<file path="config.mk">
export PLATFORM = sky130hd
export DESIGN_NAME = edge_stream_tx
export DESIGN_NICKNAME = d
export VERILOG_FILES = /design/src/rtl/edge_tx_pkg.sv /design/src/rtl/edge_tx_fifo.sv /design/src/rtl/edge_stream_tx.sv
export SDC_FILE = /design/constraint.sdc
export NUM_CORES = 1
export LEC_CHECK = 0
export ABC_AREA = 1
export CAP_MARGIN = 20
export CORE_ASPECT_RATIO = 1.2
export CORE_MARGIN = 1
export CORE_UTILIZATION = 26
export DETAILED_ROUTE_END_ITERATION = 12
export HOLD_SLACK_MARGIN = 0.06
export MAX_ROUTING_LAYER = met4
export PLACE_DENSITY = 0.42
export SYNTH_ARGS = -nofsm -noshare
export SYNTH_HDL_FRONTEND = slang
export SYNTH_SLANG_ARGS = --single-unit
</file>
<file path="constraint.sdc">
create_clock -name clk -period 2.64 [get_ports clk]
set_input_delay 0.528 -clock clk [delete_from_list [all_inputs] [get_ports clk]]
set_output_delay 0.528 -clock clk [all_outputs]
set_load 0.02 [all_outputs]
</file>
<file path="src/rtl/edge_tx_pkg.sv">
// edge_tx_pkg: shared types and constants for the edge stream transmitter.
//   PACK_FACTOR  - pixels folded into one byte when EDGE_BITPACK_EN is defined
//   cnt_width()  - width of a 0..n-1 counter (never less than 1 bit)
//   tx_entry_t   - default FIFO entry: {data, sof, eol, eof}
package edge_tx_pkg;

    localparam int PACK_FACTOR = 8;

    function automatic int cnt_width(input int n);
        return (n > 1) ? $clog2(n) : 1;
    endfunction

    localparam int IMG_WIDTH_DEF  = 512;
    localparam int IMG_HEIGHT_DEF = 512;
    localparam int COL_W_DEF      = cnt_width(IMG_WIDTH_DEF);
    localparam int ROW_W_DEF      = cnt_width(IMG_HEIGHT_DEF);
    localparam int TX_DATA_W      = 8;

    typedef struct packed {
        logic [TX_DATA_W-1:0] data;
        logic                 sof;
        logic                 eol;
        logic                 eof;
    } tx_entry_t;

endpackage

</file>
<file path="src/rtl/edge_tx_fifo.sv">
// edge_tx_fifo: synchronous FIFO of framed stream entries.
// Ports:
//   clk, rstN         - clock, synchronous active-low reset (flushes pointers)
//   push, wr_entry    - write request and entry; accepted when not full, or
//                       when full and a pop happens on the same edge
//   pop, rd_entry     - read request and head entry (head valid when !empty)
//   full, empty       - occupancy flags
//   level             - current occupancy, 0..DEPTH
module edge_tx_fifo
    import edge_tx_pkg::*;
#(
    parameter int  DEPTH   = 16,
    parameter type entry_t = tx_entry_t
) (
    input  logic                   clk,
    input  logic                   rstN,
    input  logic                   push,
    input  entry_t                 wr_entry,
    input  logic                   pop,
    output entry_t                 rd_entry,
    output logic                   full,
    output logic                   empty,
    output logic [$clog2(DEPTH):0] level
);

    localparam int AW = $clog2(DEPTH);

    entry_t          mem [DEPTH];
    logic [AW-1:0]   wr_ptr;
    logic [AW-1:0]   rd_ptr;
    logic [AW:0]     count;
    logic            do_push;
    logic            do_pop;

    assign full    = (count == (AW+1)'(DEPTH));
    assign empty   = (count == '0);
    assign do_pop  = pop && !empty;
    // When full, the write slot is the head slot being popped this edge.
    assign do_push = push && (!full || do_pop);

    always_ff @(posedge clk) begin
        if (!rstN) begin
            wr_ptr <= '0;
            rd_ptr <= '0;
            count  <= '0;
        end else begin
            if (do_push) wr_ptr <= wr_ptr + 1'b1;
            if (do_pop)  rd_ptr <= rd_ptr + 1'b1;
            case ({do_push, do_pop})
                2'b10:   count <= count + 1'b1;
                2'b01:   count <= count - 1'b1;
                default: count <= count;
            endcase
        end
    end

    always_ff @(posedge clk) begin
        if (do_push) mem[wr_ptr] <= wr_entry;
    end

    assign rd_entry = mem[rd_ptr];
    assign level    = count;

endmodule

</file>
<file path="src/rtl/edge_stream_tx.sv">
// edge_stream_tx: buffers the free-running hysteresis pixel stream and
// re-emits it on a valid/ready interface with frame markers.
// Ports:
//   clk, rstN                - clock, synchronous active-low reset
//   pixel_in, pixel_in_valid - upstream pixels, no backpressure
//   m_data, m_valid, m_ready - output beat handshake
//   m_sof, m_eol, m_eof      - beat markers (eof beats also carry eol)
//   overflow                 - sticky, a pixel (or packed byte) was dropped
//   frame_done               - one-cycle pulse after the eof beat handshakes
//   fifo_level               - buffer occupancy
// Build option: EDGE_BITPACK_EN packs 8 pixels into one byte
// (bit = pixel != 0, LSB first); m_data is then 8 bits wide.
module edge_stream_tx
    import edge_tx_pkg::*;
#(
    parameter int IMG_WIDTH  = 512,
    parameter int IMG_HEIGHT = 512,
    parameter int FIFO_DEPTH = 16,
    parameter int DATA_WIDTH = 8,
`ifdef EDGE_BITPACK_EN
    localparam int OUT_W = PACK_FACTOR,
`else
    localparam int OUT_W = DATA_WIDTH,
`endif
    localparam int LVL_W = $clog2(FIFO_DEPTH) + 1
) (
    input  logic                  clk,
    input  logic                  rstN,
    input  logic [DATA_WIDTH-1:0] pixel_in,
    input  logic                  pixel_in_valid,
    output logic [OUT_W-1:0]      m_data,
    output logic                  m_valid,
    input  logic                  m_ready,
    output logic                  m_sof,
    output logic                  m_eol,
    output logic                  m_eof,
    output logic                  overflow,
    output logic                  frame_done,
    output logic [LVL_W-1:0]      fifo_level
);

    localparam int COL_W = cnt_width(IMG_WIDTH);
    localparam int ROW_W = cnt_width(IMG_HEIGHT);
    localparam logic [COL_W-1:0] COL_LAST = COL_W'(IMG_WIDTH - 1);
    localparam logic [ROW_W-1:0] ROW_LAST = ROW_W'(IMG_HEIGHT - 1);

    if (IMG_WIDTH < 2) begin : g_bad_width
        $error("edge_stream_tx: IMG_WIDTH must be >= 2");
    end
    if (IMG_HEIGHT < 1) begin : g_bad_height
        $error("edge_stream_tx: IMG_HEIGHT must be >= 1");
    end
    if (FIFO_DEPTH < 4 || (FIFO_DEPTH & (FIFO_DEPTH - 1)) != 0) begin : g_bad_depth
        $error("edge_stream_tx: FIFO_DEPTH must be a power of 2 and >= 4");
    end

    // Same layout as tx_entry_t, sized to the beat width of this build.
    typedef struct packed {
        logic [OUT_W-1:0] data;
        logic             sof;
        logic             eol;
        logic             eof;
    } entry_t;

    logic [COL_W-1:0] col;
    logic [ROW_W-1:0] row;
    logic             at_eol;
    logic             at_eof;
    logic             push_req;
    logic             push;
    logic             pop;
    logic             drop;
    logic             full;
    logic             empty;
    entry_t           wr_entry;
    entry_t           rd_entry;

    assign at_eol = (col == COL_LAST);
    assign at_eof = at_eol && (row == ROW_LAST);

    // Raster position advances on every input pixel, dropped or not.
    always_ff @(posedge clk) begin
        if (!rstN) begin
            col <= '0;
            row <= '0;
        end else if (pixel_in_valid) begin
            if (at_eol) begin
                col <= '0;
                row <= (row == ROW_LAST) ? '0 : row + 1'b1;
            end else begin
                col <= col + 1'b1;
            end
        end
    end

`ifdef EDGE_BITPACK_EN
    localparam int SUB_W = $clog2(PACK_FACTOR);

    if (IMG_WIDTH % PACK_FACTOR != 0) begin : g_bad_pack
        $error("edge_stream_tx: IMG_WIDTH must be a multiple of 8 with EDGE_BITPACK_EN");
    end

    logic [PACK_FACTOR-2:0] acc;
    logic                   pix_bit;
    logic                   byte_last;

    assign pix_bit   = |pixel_in;
    assign byte_last = &col[SUB_W-1:0];

    // The last pixel of a byte is not stored; it goes straight into the MSB.
    always_ff @(posedge clk) begin
        if (!rstN) begin
            acc <= '0;
        end else if (pixel_in_valid && !byte_last) begin
            for (int i = 0; i < PACK_FACTOR - 1; i++) begin
                if (col[SUB_W-1:0] == SUB_W'(i)) acc[i] <= pix_bit;
            end
        end
    end

    // Markers are resolved on the byte's last pixel: the byte holding col 0
    // ends at col PACK_FACTOR-1.
    always_comb begin
        push_req      = pixel_in_valid && byte_last;
        wr_entry.data = {pix_bit, acc};
        wr_entry.sof  = (col == COL_W'(PACK_FACTOR - 1)) && (row == '0);
        wr_entry.eol  = at_eol;
        wr_entry.eof  = at_eof;
    end
`else
    always_comb begin
        push_req      = pixel_in_valid;
        wr_entry.data = pixel_in;
        wr_entry.sof  = (col == '0) && (row == '0);
        wr_entry.eol  = at_eol;
        wr_entry.eof  = at_eof;
    end
`endif

    assign pop  = !empty && m_ready;
    assign push = push_req && (!full || pop);
    assign drop = push_req && full && !pop;

    edge_tx_fifo #(
        .DEPTH   (FIFO_DEPTH),
        .entry_t (entry_t)
    ) u_fifo (
        .clk      (clk),
        .rstN     (rstN),
        .push     (push),
        .wr_entry (wr_entry),
        .pop      (pop),
        .rd_entry (rd_entry),
        .full     (full),
        .empty    (empty),
        .level    (fifo_level)
    );

    always_ff @(posedge clk) begin
        if (!rstN) begin
            overflow   <= 1'b0;
            frame_done <= 1'b0;
        end else begin
            if (drop) overflow <= 1'b1;
            frame_done <= pop && rd_entry.eof;
        end
    end

    // Gate the head so outputs read as zero whenever nothing is buffered.
    assign m_valid = !empty;
    assign m_data  = empty ? '0 : rd_entry.data;
    assign m_sof   = !empty && rd_entry.sof;
    assign m_eol   = !empty && rd_entry.eol;
    assign m_eof   = !empty && rd_entry.eof;

endmodule

</file>
* Word-level counts from Yosys, hierarchy flattened *
Memory sizes are Yosys's and may differ from the RTL's. A register that Yosys moved wholly into a read port is not among the register bits.
Cells that the tools add are included.

cells by class
  equal/unequal tests = 5
  add/sub/neg operators = 6
  reductions and logical operators = 22
  muxes and demuxes = 8

operator list
  cell                   number
  $add A9 B1 Y9 const B  2
  $eq A9 B9 Y1 const B   2
  $logic_not A9 Y1       2
  $mux W9                2
  $logic_and A1 B1 Y1    12
  $pmux W5 S2            1
  $add A4 B1 Y4 const B  2
  $mux W4                2
  $mux W8                1
  $add A5 B1 Y5 const B  1
  $eq A5 B5 Y1 const B   1
  $logic_not A5 Y1       1
  $sub A5 B1 Y5 const B  1
  $logic_not A1 Y1       3
  $eq A2 B1 Y1 const B   1
  $eq A2 B2 Y1 const B   1
  $logic_or A1 B1 Y1     2
  $mux W1                2
  $reduce_and A2 Y1      1
  $reduce_bool A2 Y1     1

storage, ports and cells
  flip-flop bits (word level) = 33
  word-level logic and storage cells = 49
  memories kept = 1
  memory bits (writable) = 176
  input bits = 12

memories
  memory      depth  width  read ports  clocked after Yosys merged registers in  wr ports  line                source
  u_fifo.mem  16     11     1           1                                        1         edge_tx_fifo.sv:28  entry_t mem [DEPTH];

* Logic depth before layout (Yosys ltp) *
Gate-level depths: netlist of the first run.

  depth after elaboration = 8
  depth in mapped cells = 17

* Hierarchy *
Synthesis of the first run repeated with hierarchy kept, for this count alone.

unflattened totals
  cells, all modules = 868
  area, all modules = 9255.1 um2

modules (own cells, without submodules)
  module          cells each  area an instance (um2)  times used
  edge_tx_fifo    689         8080.2                  1
  edge_stream_tx  179         1174.9                  1

* Worst setup path before layout of the first run *
No wires, ideal clock.

  kind = register to register
  start = register u_fifo.count[0], in the netlist u_fifo.level[0]
  end = register u_fifo.count[4], in the netlist u_fifo.level[4]
  path buffers = 0
  data arrival time = 2.184 ns
  data required time = 2.531 ns
  setup slack = 0.347 ns
  setup time = 0.109 ns
  period minus slack after synthesis = 2.293 ns
  cell stages (with the launch flop) = 17
  cell sequence = dfxtp_1 -> nor2_1 -> nand4_1 -> nand2_1 -> inv_2 -> ha_1 -> nand2_1 -> inv_1 -> nor2_1 -> ha_1 -> inv_1 -> nand2_1 -> nand3_1 -> nand3b_1 -> nand3_1 -> nand2_1 -> inv_1

on the way
  cells in the longest elaborated chain, start to end = 8

RTL lines
  what                                               line                   source
  start: declaration                                 edge_tx_fifo.sv:31     logic [AW:0] count;
  start signal: assignment                           edge_tx_fifo.sv:50     2'b10: count <= count + 1'b1;
  start signal: assignment                           edge_tx_fifo.sv:51     2'b01: count <= count - 1'b1;
  start signal: assignment                           edge_tx_fifo.sv:52     default: count <= count;
  $logic_not A5 Y1 (*)                               edge_tx_fifo.sv:36     assign empty = (count == '0);
  $logic_not A1 Y1 (*)                               -
  named net m_valid                                  edge_stream_tx.sv:32   output logic m_valid,
  $logic_and A1 B1 Y1                                edge_stream_tx.sv:140  assign pop = !empty && m_ready;
  $logic_and A1 B1 Y1 (*)                            edge_tx_fifo.sv:37     assign do_pop = pop && !empty;
  named net u_fifo.do_pop                            edge_tx_fifo.sv:33     logic do_pop;
  $logic_or A1 B1 Y1                                 edge_tx_fifo.sv:39     assign do_push = push && (!full || do_pop);
  $logic_and A1 B1 Y1                                edge_tx_fifo.sv:39
  $eq A2 B1 Y1 or $eq A2 B2 Y1 (tied branches)       edge_tx_fifo.sv:49     case ({do_push, do_pop})
  $pmux W5 S2 or $reduce_bool A2 Y1 (tied branches)  -

The timed path passes the listed nets; every way through them passes the cells marked *.
A chain may end at the register's enable or synchronous reset.

==> reports/metrics.cfg, run 1 <==
[worst_hold_path]
hp-start=row[0]$_SDFFE_PN0P_
min-delay-path-class=flip-flop to flip-flop

[global_routing]
grt_pass1_wl_mm=37.5
track_usage_pct=14.6
grt_pass1_vias=6273
grt_max_degree=45
grt_overflow_total=0
antenna_found_initial=0

[detailed_routing]
via_per_inst=4.39
drc=0
ant_nets=0
detail_route.iter0.violations=436
wl_per_cell_um=17.1
vias=6205
wirelength_mm=24.2
drtPass1Iterations=4

[floorplanning]
die_height_um=206
die_x_um=172
start_util_pct=26.5
core.rowCount=74
io_pins=31
die-area_um2=35500
core_um2=34100

[setup_path]
cp_common_cell=nand2_1
end_kind=output port
path_cells=inv_8 -> buf_8 -> nand2_1 -> nand2_1 -> nand2_1 -> nand3_1 -> nand3_1 -> a21oi_2 -> clkdlybuf4s15_2
crit_required_ns=2.11
cp.arrival_ns=2.06
startpoint_type=flip-flop
critPathKind=flip-flop to output port
worst_path_largest_cell_delay_ns=0.40
crit_fanout=15
reg2reg_from=u_fifo.level[3]$_SDFFE_PN0P_
crit_slowest_cell=dfxtp_4

[sta]
post-route-min-period_ns=2.59
maxSlewViolCount=0
worst_pin_slew_ns=0.660
slew-limit-headroom_pct=55.8
hold_violations=0
timing.fmax_mhz=386
rsz0062_at_grt=yes
setup_viol=0
setup_tns_ns=0
finClkSkew_ns=0.0208
worst_slack_ns=0.0510
final.period_utilization_pct=98.1

[synth]
synth_top_family_by_area=simple AND/OR/NAND/NOR gates
yosys_register_bits=213
syn_nets=884
netlist_area_um2=9030
synth.top_cell.area_share_pct=58.5
synth_edf_count=176
postSynthCellCount=857
ys_types=29
avgSynthCellArea_um2=10.5
synth_area_leaders=edfxtp_1 (59%), nand2_1 (11%), dfxtp_1 (8.2%)
synth_compound_area_share_pct=3.10
async_reset_ff_share_pct=0
yosys.area_share.simple_pct=22.6
yosys.area.top_type=edfxtp_1
synth_fa_ha_area_share_pct=2.08
synth-xor-area-share_pct=0.873
yosysWarningCount=0
yosysSeqAreaShare_pct=66.7
synthMuxAreaShare_pct=0
synth-main-ff-cell=edfxtp_1

[place]
dp.final_hpwl_mm=15.5
place_ws_ns=0.0520
gp_congestion=0.747
port-buffer-count=30

[cells_and_area]
final_nets=966
post-route-util_pct=33.0
layout-drive-gt1-share_pct=13.8
diodes=0
fillers=3541
area_delta_synth_final_pct=24.4

[clock_tree]
clock-sinks=213
clk_latency_ns=0.51
cts-htree-levels=1
cts_buffers=25
cts_buffer_depth=3
cts-root-buf=clkbuf_16
clkTransAtPathRegs_ns=0.06
postCtsHoldBufs=0
cts_tree=yes

[power_and_ir_drop]
p_leak_nw=4.29
netSwitchingFraction_pct=32.1
irDropWorstVdd_mv=0.556
pwr-share-comb_pct=29.7
power_switching_mw=3.35
p_int_mw=7.09
power_mw=10.4
power_density_nw_per_um2=929
clkPwrFrac_pct=33.3
power_frac_seq_pct=37.0

[outcome]
status=complete, no violations

[run]
cap_violations=0

## cells by family after synthesis
family | Yosys count
AND/OR/NAND/NOR | 476
flip-flops | 213
buffers and inverters | 92
AO/OA/AOI/OAI | 52
adder cells (fa/ha/maj) | 15
XOR/XNOR | 9
## timing repair
item / 4_1_cts / 5_1_grt
buffers inserted: 1 / 0
setup endpoints to repair: 11 / 11
cloned: 1 / 0
pin swaps: 1 / 1
gates resized for setup: 54 / 20
## layer usage
| layer | vias up | share of wire (%) | global-route usage [%] |
|---|---|---|---|
| met1 | 2976 | 44 | 17.9 |
| met4 | 0 | 1.1 | 2.88 |
| met2 | 112 | 51 | 25.6 |
| li1 | 3094 | - | - |
| met3 | 23 | 4.0 | 1.84 |
| met5 | - | 0 | - |
## critical path, delay by kind of cell, from the launching register on
family,cells,cell delay [ns]
buffers and inverters,3,0.54
AO/OA/AOI/OAI,1,0.20
flip-flops,1,0.40
AND/OR/NAND/NOR,5,0.39
## synthesized netlist by cell type (all sizes together), types with 9 or more instances
| library cell | number |
|---|---|
| a21oi | 32 |
| buf | 28 |
| clkbuf | 10 |
| dfxtp | 37 |
| edfxtp | 176 |
| ha | 15 |
| inv | 54 |
| nand2 | 276 |
| nand3 | 142 |
| nor2 | 39 |
| nor3 | 9 |
| o21ai | 12 |
## cell type report
| class | count | area (um^2) | share of cell area [%] |
|---|---|---|---|
| Clock buffer | 27 | 633 | 5.64 |
| Inverter | 54 | 210 | 1.87 |
| Tap cell | 456 | 571 | 5.08 |
| Multi-Input combinational cell | 552 | 2630 | 23.4 |
| Sequential cell | 213 | 6030 | 53.7 |
| Clock inverter | 18 | 193 | 1.72 |
| Timing Repair Buffer | 93 | 968 | 8.62 |
## power by group through the flow
stage	Sequential (mW)	Clock (mW)	Combinational, mW
after floorplan	3.95	0	1.66
after global placement	3.92	0	3.05
after detailed placement	3.92	0	3.05
after CTS	3.86	3.56	3.12
after global routing	3.87	3.70	3.45
final	3.86	3.47	3.10
## flip-flops by register name, summed over array words and instances, names as in the netlist, named ones only
signal / cells
u_fifo.rd_ptr: 4
u_fifo.level: 5
row: 9
col: 9
overflow: 1
u_fifo.mem: 176
u_fifo.wr_ptr: 4
frame_done: 1
## through the flow
| stage | hold slack (ns) | instances | area, um^2 |
|---|---|---|---|
| global placement | 0.466 | 1366 | 10300 |
| floorplan | 0.457 | 857 | 9030 |
| finish | 0.488 | 1413 | 11200 |
| global route | 0.497 | 1413 | 11200 |
| CTS | 0.491 | 1413 | 11200 |
| detailed placement | 0.465 | 1366 | 10300 |
## worst paths after layout
check | depth (start not counted) | slack [ns] | end
hold reg to reg | 2 | 0.49 | row[0]$_SDFFE_PN0P_
setup / recovery | 9 | 0.05 | m_eof
hold / removal | 2 | 0.49 | row[0]$_SDFFE_PN0P_
setup reg to reg | 17 | 0.32 | u_fifo.level[4]$_SDFFE_PN0P_
## cells in the final DEF (no fill, tap or decap), types with 6 or more instances in the layout
cell type	count
nand2_1	273
edfxtp_1	176
nand3_1	142
inv_1	50
buf_4	49
nor2_1	39
dfxtp_1	35
a21oi_1	25
clkbuf_16	25
clkdlybuf4s50_1	19
ha_1	15
buf_12	13
o21ai_0	11
a21oi_2	6
clkinv_2	6
Power figures use the tool's default switching activity.
==> run 2: changes to the inputs <==
--- a/config.mk
+++ b/config.mk
@@ -5,7 +5,6 @@
 export SDC_FILE = /design/constraint.sdc
 export NUM_CORES = 1
 export LEC_CHECK = 0
-export ABC_AREA = 1
 export CAP_MARGIN = 20
 export CORE_ASPECT_RATIO = 1.2
 export CORE_MARGIN = 1
@@ -13,7 +12,7 @@
 export DETAILED_ROUTE_END_ITERATION = 12
 export HOLD_SLACK_MARGIN = 0.06
 export MAX_ROUTING_LAYER = met4
-export PLACE_DENSITY = 0.42
+export PLACE_DENSITY = 0.43
 export SYNTH_ARGS = -nofsm -noshare
 export SYNTH_HDL_FRONTEND = slang
 export SYNTH_SLANG_ARGS = --single-unit
==> run 2 against run 1 <==
  * The flow now finishes with violations (negative setup slack)
  * Via count is 22% lower
  * Register-to-register slack worse by 0.30 ns
  * Sequential cell count unchanged
  * Critical path depth fell by 2
  * Sequential power barely moved
  * Clock power is 7.2% higher
  * Synthesized area fell by 3.1%
  * Worst hold slack got worse by 0.016 ns
  * Routed wire length shrank 16%
  * Clock skew increased by 0.0017 ns
  * Critical path type unchanged
  * Largest power group unchanged
==> reports/metrics.cfg, run 2 <==
[sta]
finClkSkew_ns=0.0225
rsz0062_at_grt=yes
post-route-min-period_ns=2.78
timing.fmax_mhz=360
worst_pin_slew_ns=0.643
maxSlewViolCount=0
setup_viol=11
final.period_utilization_pct=105
worst_slack_ns=-0.140
hold_violations=0
slew-limit-headroom_pct=57.1

[floorplanning]
core.rowCount=73
core_um2=33200
die-area_um2=34400
die_height_um=203
die_x_um=169
start_util_pct=26.4
io_pins=31

[synth]
yosysWarningCount=0
ys_types=50
synth_edf_count=176
yosysSeqAreaShare_pct=68.9
yosys.area.top_type=edfxtp_1
yosysMostFrequentCell=edfxtp_1
synth-main-ff-cell=edfxtp_1
synth_area_leaders=edfxtp_1 (60%), mux4_2 (11%), dfxtp_1 (8.5%)
netlist_area_um2=8750
syn_nets=544
synth_compound_area_share_pct=3.78
synth_top_family_by_area=multiplexers
synth_fa_ha_area_share_pct=2.15
synth-xor-area-share_pct=1.90
yosys.area_share.simple_pct=8.25
postSynthCellCount=517
yosys_register_bits=213
synth.top_cell.area_share_pct=60.4
synthMuxAreaShare_pct=12.9
async_reset_ff_share_pct=0
synth_common_cells=edfxtp_1 (176), mux4_2 (42), dfxtp_1 (37)
avgSynthCellArea_um2=16.9

[setup_path]
reg2reg_from=u_fifo.level[3]$_SDFFE_PN0P_
worst_path_largest_cell_delay_ns=0.48
crit_family=multiplexers
cp.arrival_ns=2.25
end_kind=output port
r2r_setup_slack_ns=0.02
worstReg2RegEnd=u_fifo.level[4]$_SDFFE_PN0P_
rr_worst_depth=10
crit_slowest_cell=mux4_2
crit_required_ns=2.11
startpoint_type=flip-flop
path_buf_inv=3
path_cells=buf_12 -> buf_6 -> mux4_2 -> nor2b_4 -> a211oi_2 -> a211oi_1 -> buf_2
critPathKind=flip-flop to output port
crit_fanout=7

[cells_and_area]
fillers=3142
layout-drive-gt1-share_pct=35.1
final_common_cell=edfxtp_1
final_cell_mix=edfxtp_1 (176), buf_4 (59), mux4_2 (42), dfxtp_1 (30), nor2_1 (28)
largest_register_ffs=176
multiInputGateArea_um2=2770
final_nets=659
diodes=0
top_register=u_fifo.mem
final_cells=1099
seqCellArea_um2=6050
area_delta_synth_final_pct=32.1
reg_top3=u_fifo.mem: 176 flops, col: 9 flops, row: 9 flops

[global_routing]
gr-max-usage-layer=met2
grt_max_degree=17
grt_pass1_wl_mm=31.6
grt_pass1_vias=5273
globalRouteMet1Util_pct=16.2
met2_usage_pct=21.2
grt_util_met3_pct=1.89
grt_overflow_total=0
track_usage_pct=12.7
antenna_found_initial=0

[place]
place_ws_ns=-0.303
gp_congestion=0.775
port-buffer-count=30
place_inst=1036
dp.final_hpwl_mm=12.8

[power_and_ir_drop]
power_density_nw_per_um2=906
p_leak_nw=3.85
irDropWorstVdd_mv=0.622

[detailed_routing]
detail_route.iter0.violations=306
wirelength_mm=20.4
drtPass1Iterations=4
via_per_inst=4.43
ant_nets=0
drc=0
vias=4867
wl_per_cell_um=18.6

[worst_hold_path]
hp-start=overflow$_SDFFE_PN0P_
hold_path_depth=2
hold-path-endpoint=overflow$_SDFFE_PN0P_
min-delay-path-class=flip-flop to flip-flop

[clock_tree]
clkTransAtPathRegs_ns=0.06
postCtsHoldBufs=0
cts_buffer_depth=3
clock-sinks=213
cts-htree-levels=1
cts_buffers=24
cts-root-buf=clkbuf_16
clk_latency_ns=0.52
cts_tree=yes

[outcome]
violations=negative setup slack
status=finished with violations

[run]
cap_violations=0

## run 2: cell count changes after synthesis, sizes merged, moves of 16 or more
cell / change
inv: -44
mux4: +42
a211oi: +16
a21oi: -25
nand2: -261
nand3: -134
## run 2: repair_timing
action,4_1_cts,5_1_grt
pin swaps,21,17
gates resized for setup,110,18
setup endpoints to repair,13,12
gates cloned,3,0
setup buffers,18,4
## run 2: per-layer routing
layer,share of wire (%),up-vias
met5,0,-
met4,1.6,0
met3,3.7,26
met2,50,78
met1,45,2502
li1,-,2261
## run 2: layout make-up
| cell class | instances | area share [%] |
|---|---|---|
| clock buffer | 26 | 5.26 |
| clock inverter | 17 | 2.41 |
| inverter | 11 | 0.401 |
| multi-input combinational | 268 | 24.0 |
| sequential | 213 | 52.3 |
| tap | 450 | 4.87 |
| timing repair buffer | 114 | 10.7 |
## run 2: stage by stage
stage	power (mW)	hold WS (ns)	utilization, %	TNS [ns]	cell area, um^2
floorplan	5.28	0.454	-	-0.134	8770
global placement	6.46	0.456	30.8	-2.03	10200
detailed placement	6.49	0.463	30.8	-2.24	10200
CTS	10.6	0.483	34.7	-2.00	11500
global route	10.9	0.503	34.9	-1.89	11600
finish	10.5	0.472	34.9	-0.952	11600
## run 2: cell families (layout without fill, tap and decap cells)
group | Yosys count | count (layout)
mux | 60 | 60
buf+inv | 36 | 168
flops | 213 | 213
compound gates | 47 | 47
xor+xnor | 19 | 19
fa+ha+maj | 15 | 15
simple gates | 127 | 127
## run 2: tightest hold or removal path: stages, from the launching register on
cell     delay [ns]
dfxtp_1        0.33
a21oi_1        0.04
nor2_1         0.07
## run 2: report_power, final
| part | internal, mW | switching (mW) | total [mW] |
|---|---|---|---|
| Clock | 2.35 | 1.36 | 3.72 |
| Combinational | 1.43 | 1.46 | 2.89 |
| Sequential | 3.77 | 0.0980 | 3.87 |
## run 2: how the worst max path moves through the flow
stage	start	endpoint	cells after the start
final	flip-flop	m_data[6]	7
after global routing	flip-flop	m_data[6]	7
after CTS	flip-flop	m_data[6]	7
after detailed placement	m_ready	u_fifo.level[4]$_SDFFE_PN0P_	12
after global placement	m_ready	u_fifo.level[4]$_SDFFE_PN0P_	12
after floorplan	u_fifo.level[3]$_SDFFE_PN0P_	u_fifo.level[4]$_SDFFE_PN0P_	12
==> run 3: changes to the inputs <==
--- a/config.mk
+++ b/config.mk
@@ -9,6 +9,7 @@
 export CORE_ASPECT_RATIO = 1.2
 export CORE_MARGIN = 1
 export CORE_UTILIZATION = 26
+export CTS_BUF_LIST = sky130_fd_sc_hd__clkbuf_4
 export DETAILED_ROUTE_END_ITERATION = 12
 export HOLD_SLACK_MARGIN = 0.06
 export MAX_ROUTING_LAYER = met4
==> run 3 against run 2 <==
  * The flow still finishes with violations (negative setup slack)
  * Worst setup slack worse by 0.12 ns
  * Sequential cell count stayed put
  * Count of clock-buffer cells in the layout is 66 higher
  * Routed wire length is 3.3% higher
  * Total power is 4.8% lower
  * Cell area is 0.86% lower
  * Critical path depth stayed put
  * Via count is 5.3% higher
  * First-iteration DRC count is 17% lower
  * Critical path type unchanged
  * Critical endpoint unchanged
  * Highest routed layer unchanged
==> reports/metrics.cfg, run 3 (same netlist as run 2, synthesis figures left out) <==
[setup_path]
path_buf_inv=3
critPathKind=flip-flop to output port
worst_path_largest_cell_delay_ns=0.48
crit_family=multiplexers
rr_worst_depth=12
end_kind=output port
path_cells=buf_12 -> buf_6 -> mux4_2 -> nor2b_4 -> a211oi_4 -> a211oi_2 -> buf_2
crit_fanout=7
worstReg2RegEnd=u_fifo.level[4]$_SDFFE_PN0P_
reg2reg_from=u_fifo.level[1]$_SDFFE_PN0P_
startpoint_type=flip-flop
cp.arrival_ns=2.37
path_depth=7
crit_slowest_cell=mux4_2
crit_required_ns=2.11
r2r_setup_slack_ns=-0.04

[power_and_ir_drop]
p_int_mw=6.97
power_switching_mw=3.00
irDropWorstVdd_mv=0.514
power_density_nw_per_um2=870
power_frac_seq_pct=38.8
p_leak_nw=3.89
power_mw=9.97
clkPwrFrac_pct=29.4
netSwitchingFraction_pct=30.1
pwr-share-comb_pct=31.7

[place]
placed_cell_area_um2=10200
gp_congestion=0.775
dp.final_hpwl_mm=12.8
port-buffer-count=30
place_inst=1036

[cells_and_area]
top_register=u_fifo.mem
final_common_cell=edfxtp_1
largest_register_ffs=176
reg_top3=u_fifo.mem: 176 flops, col: 9 flops, row: 9 flops
design_area_um2=11500
layout-drive-gt1-share_pct=40.3
final_cells=1164
area_delta_synth_final_pct=31.0
final_cell_mix=edfxtp_1 (176), clkbuf_4 (92), buf_4 (56), mux4_2 (42), dfxtp_1 (30)
final_nets=694

[floorplanning]
start_util_pct=26.4
die_x_um=169
die_height_um=203
core_um2=33200
io_pins=31
core.rowCount=73
die-area_um2=34400

[sta]
maxSlewViolCount=0
finClkSkew_ns=0.0327
final.period_utilization_pct=110
hold_slack_ns=0.471
slew-limit-headroom_pct=56.8
setup_viol=12
setup_tns_ns=-2.61
hold_violations=0
post-route-min-period_ns=2.90
timing.fmax_mhz=345
worst_slack_ns=-0.260
worst_pin_slew_ns=0.648
rsz0062_at_grt=yes

[clock_tree]
cts_buffer_depth=3
cts_tree=yes
clk_latency_ns=0.67
cts-htree-levels=2
cts_buffers=60
cts-root-buf=clkbuf_4
clkTransAtPathRegs_ns=0.06
clock-sinks=213

[global_routing]
track_usage_pct=13.2
grt_pass1_wl_mm=32.6
grt_max_degree=17
grt_pass1_vias=5581
antenna_found_initial=1
grt_overflow_total=0

[detailed_routing]
via_per_inst=4.40
wl_per_cell_um=18.2
ant_nets=0
vias=5125
detail_route.iter0.violations=253
drtPass1Iterations=4
drc=0
wirelength_mm=21.1

[worst_hold_path]
min-delay-path-class=flip-flop to flip-flop
hold-path-endpoint=overflow$_SDFFE_PN0P_
hold_path_depth=2
hp-start=overflow$_SDFFE_PN0P_

[run]
cap_violations=0

[outcome]
status=finished with violations
violations=negative setup slack

## run 3: changes by cell type in the layout (fill, tap and decap cells not counted), sizes merged, moves of 2 or more
cell / before / now
clkinv: 9 / 17
buf: 95 / 93
clkinvlp: 3 / 1
clkbuf: 26 / 92
bufinv: 7 / 0
## run 3: worst max path at each step
stage,endpoint
floorplan,u_fifo.level[4]$_SDFFE_PN0P_
global placement,u_fifo.level[4]$_SDFFE_PN0P_
detailed placement,u_fifo.level[4]$_SDFFE_PN0P_
CTS,m_data[6]
global route,m_data[6]
finish,m_data[6]
## run 3: area by class of cell
cell class / instances / area [um^2]
fill: 3224 / 21700
sequential: 213 / 6050
multi-input combinational: 268 / 2780
timing repair buffer: 113 / 1260
clock buffer: 92 / 691
tap: 450 / 563
clock inverter: 16 / 66.3
inverter: 11 / 48.8
antenna: 1 / 2.50
## run 3: tightest hold or removal path: stages (launching register included)
cell     delay, ns
dfxtp_1       0.33
a21oi_1       0.04
nor2_1        0.07
## run 3: power by group through the flow
stage / combinational [mW] / clock [mW] / sequential (mW)
global placement: 2.52 / 0 / 3.94
detailed placement: 2.55 / 0 / 3.94
finish: 3.17 / 2.94 / 3.87
global route: 3.37 / 3.26 / 3.88
floorplan: 1.32 / 0 / 3.96
CTS: 3.11 / 3.07 / 3.88
## run 3: metal layers
layer / track usage, % / routed length (um)
met4: 4.12 / 378
met2: 21.4 / 10400
met3: 3.12 / 915
met5: - / 0
met1: 16.3 / 9460
## run 3: through the flow
stage | setup slack [ns] | utilization (%)
detailed placement | -0.303 | 30.8
floorplan | -0.120 | -
global placement | -0.239 | 30.8
global route | -0.410 | 34.6
CTS | -0.423 | 34.4
finish | -0.260 | 34.6
## run 3: timing repair
item / 4_1_cts / 5_1_grt
pin swaps: 19 / 12
hold buffers: 0 / 0
endpoints found under the hold margin: 0 / 0
gates resized for setup: 114 / 22
cloned: 4 / 0
endpoints found under the setup margin: 13 / 14
buffers inserted: 16 / 5
